### src/rtl/image_gray_capture.sv
// image_gray_capture
//
// Camera front-end on the pixel clock. Discards the first FRAME_SKIP complete
// sensor frames after reset, pairs RGB565 bytes into pixels and converts each
// pixel to 8-bit grayscale through a three-register pipeline. Sync outputs are
// delayed by the same three registers so they stay aligned with the pixels.
//
// Ports:
//   clk_pixel   in   pixel clock, all logic on its rising edge
//   rst_n       in   asynchronous active-low reset
//   cam_vsync   in   sensor frame-active
//   cam_href    in   sensor line-active
//   cam_data    in   sensor byte (RGB565 high byte first)
//   frame_ready out  FRAME_SKIP frames have been discarded (sticky)
//   vsync       out  delayed, gated cam_vsync
//   hsync       out  delayed, gated cam_href
//   valid       out  one-cycle strobe, pixel_data holds a new pixel
//   pixel_data  out  grayscale pixel, holds between strobes
module image_gray_capture #(
  parameter int FRAME_SKIP = 10
) (
  input  logic       clk_pixel,
  input  logic       rst_n,
  input  logic       cam_vsync,
  input  logic       cam_href,
  input  logic [7:0] cam_data,
  output logic       frame_ready,
  output logic       vsync,
  output logic       hsync,
  output logic       valid,
  output logic [7:0] pixel_data
);

  localparam int SKIP_W = (FRAME_SKIP < 1) ? 1 : $clog2(FRAME_SKIP + 1);
  localparam logic [SKIP_W-1:0] SKIP_MAX = SKIP_W'(FRAME_SKIP);

  function automatic logic [7:0] expand5(input logic [4:0] c);
    return {c, c[4:2]};
  endfunction

  function automatic logic [7:0] expand6(input logic [5:0] c);
    return {c, c[5:4]};
  endfunction

  // The weights sum to 256, so the top byte of the sum is the gray level.
  function automatic logic [7:0] gray_trunc(input logic [15:0] s);
    return s[15:8];
  endfunction

  logic              vs_d;
  logic              vs_primed;
  logic              in_frame;
  logic              frame_en;
  logic              byte_phase;
  logic [SKIP_W-1:0] skip_cnt;
  logic [7:0]        hi_byte;

  logic              vs_rise;
  logic              vs_fall;
  logic              frame_open;
  logic              byte_acc;
  logic              pair_done;

  // vs_primed suppresses edge detection on the first sample after reset, so a
  // frame already in progress at release is neither opened nor counted.
  assign vs_rise     = vs_primed & cam_vsync & ~vs_d;
  assign vs_fall     = vs_primed & ~cam_vsync & vs_d;
  assign frame_ready = (skip_cnt == SKIP_MAX);
  // Gate with the next-state value so the opening vsync cycle is not lost.
  assign frame_open  = frame_en | (vs_rise & frame_ready);
  assign byte_acc    = cam_vsync & cam_href;
  assign pair_done   = byte_acc & byte_phase;

  always_ff @(posedge clk_pixel or negedge rst_n) begin
    if (!rst_n) begin
      vs_d       <= 1'b0;
      vs_primed  <= 1'b0;
      in_frame   <= 1'b0;
      frame_en   <= 1'b0;
      byte_phase <= 1'b0;
      skip_cnt   <= '0;
      hi_byte    <= '0;
    end else begin
      vs_d      <= cam_vsync;
      vs_primed <= 1'b1;
      if (vs_rise) begin
        in_frame <= 1'b1;
      end else if (vs_fall) begin
        in_frame <= 1'b0;
      end
      // Only frames whose start was seen count as complete skipped frames.
      if (vs_fall && in_frame && (skip_cnt != SKIP_MAX)) begin
        skip_cnt <= skip_cnt + SKIP_W'(1);
      end
      frame_en <= frame_open;
      if (!cam_href) begin
        byte_phase <= 1'b0;
      end else if (byte_acc) begin
        byte_phase <= ~byte_phase;
      end
      if (byte_acc && !byte_phase) begin
        hi_byte <= cam_data;
      end
    end
  end

  // Stage p0: assembled pixel and gated sync
  logic        stb_p0;
  logic        href_p0;
  logic        vs_p0;
  logic [15:0] rgb_p0;

  always_ff @(posedge clk_pixel or negedge rst_n) begin
    if (!rst_n) begin
      stb_p0  <= 1'b0;
      href_p0 <= 1'b0;
      vs_p0   <= 1'b0;
      rgb_p0  <= '0;
    end else begin
      stb_p0  <= pair_done & frame_open;
      href_p0 <= cam_href & cam_vsync & frame_open;
      vs_p0   <= cam_vsync & frame_open;
      if (pair_done) begin
        rgb_p0 <= {hi_byte, cam_data};
      end
    end
  end

  // Stage p1: weighted channels
  logic        stb_p1;
  logic        href_p1;
  logic        vs_p1;
  logic [15:0] r_mul_p1;
  logic [15:0] g_mul_p1;
  logic [15:0] b_mul_p1;
  logic [15:0] sum_p1;

  always_ff @(posedge clk_pixel or negedge rst_n) begin
    if (!rst_n) begin
      stb_p1   <= 1'b0;
      href_p1  <= 1'b0;
      vs_p1    <= 1'b0;
      r_mul_p1 <= '0;
      g_mul_p1 <= '0;
      b_mul_p1 <= '0;
    end else begin
      stb_p1   <= stb_p0;
      href_p1  <= href_p0;
      vs_p1    <= vs_p0;
      r_mul_p1 <= 16'(expand5(rgb_p0[15:11])) * 16'd77;
      g_mul_p1 <= 16'(expand6(rgb_p0[10:5]))  * 16'd150;
      b_mul_p1 <= 16'(expand5(rgb_p0[4:0]))   * 16'd29;
    end
  end

  // Maximum 19635 + 38250 + 7395 = 65280, so 16 bits cannot overflow.
  assign sum_p1 = r_mul_p1 + g_mul_p1 + b_mul_p1;

  // Stage p2: output registers
  always_ff @(posedge clk_pixel or negedge rst_n) begin
    if (!rst_n) begin
      valid      <= 1'b0;
      hsync      <= 1'b0;
      vsync      <= 1'b0;
      pixel_data <= '0;
    end else begin
      valid <= stb_p1;
      hsync <= href_p1;
      vsync <= vs_p1;
      if (stb_p1) begin
        pixel_data <= gray_trunc(sum_p1);
      end
    end
  end

endmodule

### config.mk
export PLATFORM = sky130hd
export DESIGN_NAME = image_gray_capture
export DESIGN_NICKNAME = d
export VERILOG_FILES = /design/src/rtl/image_gray_capture.sv
export SDC_FILE = /design/constraint.sdc
export NUM_CORES = 1
export LEC_CHECK = 0
export BUFFER_PORTS_ARGS = -buffer_cell sky130_fd_sc_hd__buf_2
export CORE_MARGIN = 5
export CORE_UTILIZATION = 68
export CTS_CLUSTER_DIAMETER = 120
export DETAILED_ROUTE_END_ITERATION = 10
export PLACE_DENSITY = 0.92
export SLEW_MARGIN = 20
export SYNTH_ARGS = -nofsm -noshare
export SYNTH_HDL_FRONTEND = slang
export SYNTH_SLANG_ARGS = --single-unit
### constraint.sdc
create_clock -name clk_pixel -period 8.2 [get_ports clk_pixel]
set_input_delay 0.82 -clock clk_pixel [delete_from_list [all_inputs] [get_ports clk_pixel]]
set_output_delay 0.82 -clock clk_pixel [all_outputs]
set_load 0.01 [all_outputs]
==> metrics list <==
- Core footprint: 9590 sq um
- Counting flops with an async set or reset pin after synthesis yields a share of 1.00.
- Total overflow reported by the global router: 0
- Clock sink total: 93
* Number of core rows: 36
* Antenna cell count: 0
- Hold buffer count at cts: 0
- The mapped netlist covers around 6600 sq um.
- Worst Hold Class: reg2reg
- For this run, the number of Yosys warnings is 0.
* Clock transition at path regs: about 0.11 ns
- Setup violations remaining at the end of the flow were counted as 0.
- The die is approximately 110 microns tall.
- Initial antenna violation count: 0
- Setup repair after global routing left no endpoint under its margin.
- Setup TNS after final layout: 0 ns
- Postcts setup bufs: 0
- Die ar.: between 10000 and 15000 sq um
- CTS tree: yes
- In this run the remaining antenna-violating nets after routing total 0.
* Detailed router's first-iteration violation count: between 200 and 300
* Critical path arrival: about 4.1 ns
- Timing would allow up to 265 MHz.
* Count of H-tree levels built during CTS: 3
- Via count: 4548
- Compared with the post-synthesis result, the final layout area differs by 7.13%.
- Leaving out fill and tap cells, the most frequent cell in the layout is sky130_fd_sc_hd__ha_1.
- The max-slew violation total from the final report is 0.
- Number of instances in the synthesized netlist: slightly below 600
- In the synthesized netlist the dominant register cell turns out to be sky130_fd_sc_hd__dfrtp_1.
* Count of maximum capacitance violations: 0
* Fin nets: 787
- For the worst-skew pair, the clock arrives at the later sink with an insertion delay of about 0.38 ns.
- Residual DRC: 0
- The number of gates resized after CTS was 0.
* Worst path required time: about 8.5 ns
* Number of synthesized flops with an enable pin: 0
- On the final layout, the worst clock skew is 0.0229 ns.
- Synthesis inferred 93 register bits.
- Synthesis produced a netlist with a net count of between 700 and 800.
- Synthesis instantiated 55 different standard cells from the library.
- Subtracting the final worst setup slack from the clock period gives 3.77 ns.
- Ratio of cells with drive above 1 in the final layout: 0.105
- Overall Global Routing Usage: 0.266
- Total clock buffers created by CTS: 9
- Setup Crit Path Kind: reg2reg
* Most used cells in the layout excluding fill and tap cells: sky130_fd_sc_hd__ha_1, sky130_fd_sc_hd__inv_1, sky130_fd_sc_hd__dfrtp_1
- I/O pin total: 24
* Via count of the first global-routing pass: 4919
* Wire length of the first global-routing pass: approximately 24 mm
- In this run the horizontal extent of the chip is about 110 microns.
* Final Hold Viols: 0
- Of all nets on the critical path, the largest fanout is 7.
- Input and output buffers added on the ports amount to 23.
* Endpoint class of the critical path: register
- STA classifies the critical path startpoint as a register.
- Max Root-Sink Buffers: 2
- Routability congestion estimate: approximately 0.95
- The share of the Yosys chip area taken by registers is 0.354.
- Cell chosen for the clock root: sky130_fd_sc_hd__clkbuf_8
- Detailed placement finished with a half-perimeter wire length of 11.3 mm.
* Wire length per cell: around 19 microns
- Transition time at the pin with the least slew margin: roughly 0.97 ns
- After synthesis, the mean cell area works out to 11.1 sq um.
- Of the available clock period, the critical path in the final layout requires 0.460.
- Run status: complete, no violations
- For this configuration, the core starts out at a cell density of 0.686.
- First-pass iteration count of the detailed router: 5
* DR vias/cell: roughly 6.0
- Largest net degree at the start of global routing: between 50 and 60
- Max transition margin: 0.349
- Final wirelength: between 10 and 15 mm
==> through the flow <==
stage                     hold slack (ns)  cells   util  area [sq um]  setup slack [ns]
after floorplan                     0.331    595      -          6580              4.70
after global placement              0.333    747  0.714          6850              4.59
after detailed placement            0.346    747  0.714          6850              4.45
after CTS                           0.368    763  0.735          7050              4.43
after global routing                0.382    763  0.735          7050              4.28
final                               0.367    763  0.735          7050              4.43
==> critical path, cell delays in order, from the launching register on <==
cell,delay [ns]
sky130_fd_sc_hd__dfrtp_1,0.53
sky130_fd_sc_hd__inv_1,0.18
sky130_fd_sc_hd__fa_1,0.51
sky130_fd_sc_hd__inv_1,0.05
sky130_fd_sc_hd__ha_1,0.27
sky130_fd_sc_hd__inv_1,0.05
sky130_fd_sc_hd__fa_1,0.51
sky130_fd_sc_hd__inv_1,0.05
sky130_fd_sc_hd__ha_1,0.22
sky130_fd_sc_hd__or4_1,0.51
sky130_fd_sc_hd__a211o_1,0.30
sky130_fd_sc_hd__a41o_1,0.26
sky130_fd_sc_hd__a21oi_2,0.14
sky130_fd_sc_hd__xnor2_1,0.12
==> flip-flops by register name (all words and copies together) (netlist names), 4 cells and up <==
| register | flops |
|---|---|
| b_mul_p1 | 13 |
| g_mul_p1 | 15 |
| hi_byte | 8 |
| pixel_data | 8 |
| r_mul_p1 | 15 |
| rgb_p0 | 16 |
| skip_cnt | 4 |
==> synthesized netlist by cell type, types with 2 or more instances <==
cell type	count	area (sq um)
sky130_fd_sc_hd__o21bai_1	2	15.0
sky130_fd_sc_hd__a22oi_1	2	15.0
sky130_fd_sc_hd__a41o_1	2	20.0
sky130_fd_sc_hd__xnor2_1	28	245
sky130_fd_sc_hd__nand3_1	8	40.0
sky130_fd_sc_hd__o2bb2ai_1	2	17.5
sky130_fd_sc_hd__nand4_1	5	31.3
sky130_fd_sc_hd__a211oi_1	4	30.0
sky130_fd_sc_hd__and3_1	2	12.5
sky130_fd_sc_hd__o31ai_1	2	15.0
sky130_fd_sc_hd__nor3_1	8	40.0
sky130_fd_sc_hd__nor2b_1	9	56.3
sky130_fd_sc_hd__clkbuf_1	5	18.8
sky130_fd_sc_hd__ha_1	113	1410
sky130_fd_sc_hd__nand2b_1	4	25.0
sky130_fd_sc_hd__dfrtp_1	93	2330
sky130_fd_sc_hd__mux2_1	4	45.0
sky130_fd_sc_hd__mux2_2	22	248
sky130_fd_sc_hd__inv_1	95	357
sky130_fd_sc_hd__fa_1	37	741
sky130_fd_sc_hd__a21o_1	6	45.0
sky130_fd_sc_hd__a211o_1	2	17.5
sky130_fd_sc_hd__mux2i_1	5	50.1
sky130_fd_sc_hd__o311ai_1	2	17.5
sky130_fd_sc_hd__o21a_1	4	30.0
sky130_fd_sc_hd__o211ai_1	5	37.5
sky130_fd_sc_hd__nand2_1	20	75.1
sky130_fd_sc_hd__a21oi_1	30	150
sky130_fd_sc_hd__nor2_1	26	97.6
sky130_fd_sc_hd__o21ai_1	5	25.0
sky130_fd_sc_hd__o21ai_0	9	45.0
sky130_fd_sc_hd__xor2_1	7	61.3
sky130_fd_sc_hd__a31oi_1	5	31.3
==> path summary, 6_finish.rpt <==
check / startpoint / endpoint / slack (ns) / depth (start not counted)
hold reg to reg: href_p1 / hsync / 0.37 / 0
max in group asynchronous: rst_n / frame_en / 6.74 / 2
min in group asynchronous: rst_n / pixel_data[6] / 0.40 / 1
setup / recovery: rgb_p0[2] / b_mul_p1[12] / 4.43 / 13
hold / removal: href_p1 / hsync / 0.37 / 0
setup reg to reg: rgb_p0[2] / b_mul_p1[12] / 4.43 / 13
==> cell families (layout without fill, tap and decap cells) <==
kind of cell    after synthesis  after routing  synth area share
simple gates                 92             92            0.0704
compound gates               93             93            0.0922
buf+inv                     100            135            0.0570
mux                          31             31            0.0521
xor+xnor                     35             35            0.0466
other cells                   1              1          0.000570
flops                        93             93             0.354
fa+ha+maj                   150            150             0.327
==> metal layers <==
layer | vias up | routed length (microns) | GRT usage | part of all wire
li1 | 2098 | - | - | -
met4 | 0 | 481 | 0.104 | 0.034
met3 | 51 | 589 | 0.0424 | 0.041
met1 | 2244 | 5580 | 0.311 | 0.39
met5 | - | 0 | 0 | 0
met2 | 155 | 7630 | 0.490 | 0.53
==> cell type report <==
| type | count | area [sq um] |
|---|---|---|
| well taps | 133 | 166 |
| flip-flops and latches | 93 | 2330 |
| clock inverters | 7 | 72.6 |
| clock buffers | 9 | 124 |
| fillers | 611 | 2540 |
| multi-input cells | 402 | 3880 |
| inverters | 95 | 357 |
| repair buffers | 24 | 125 |
Power is not shown: default switching activity piles up to over one toggle a cycle in this logic, so the estimate is an artifact.
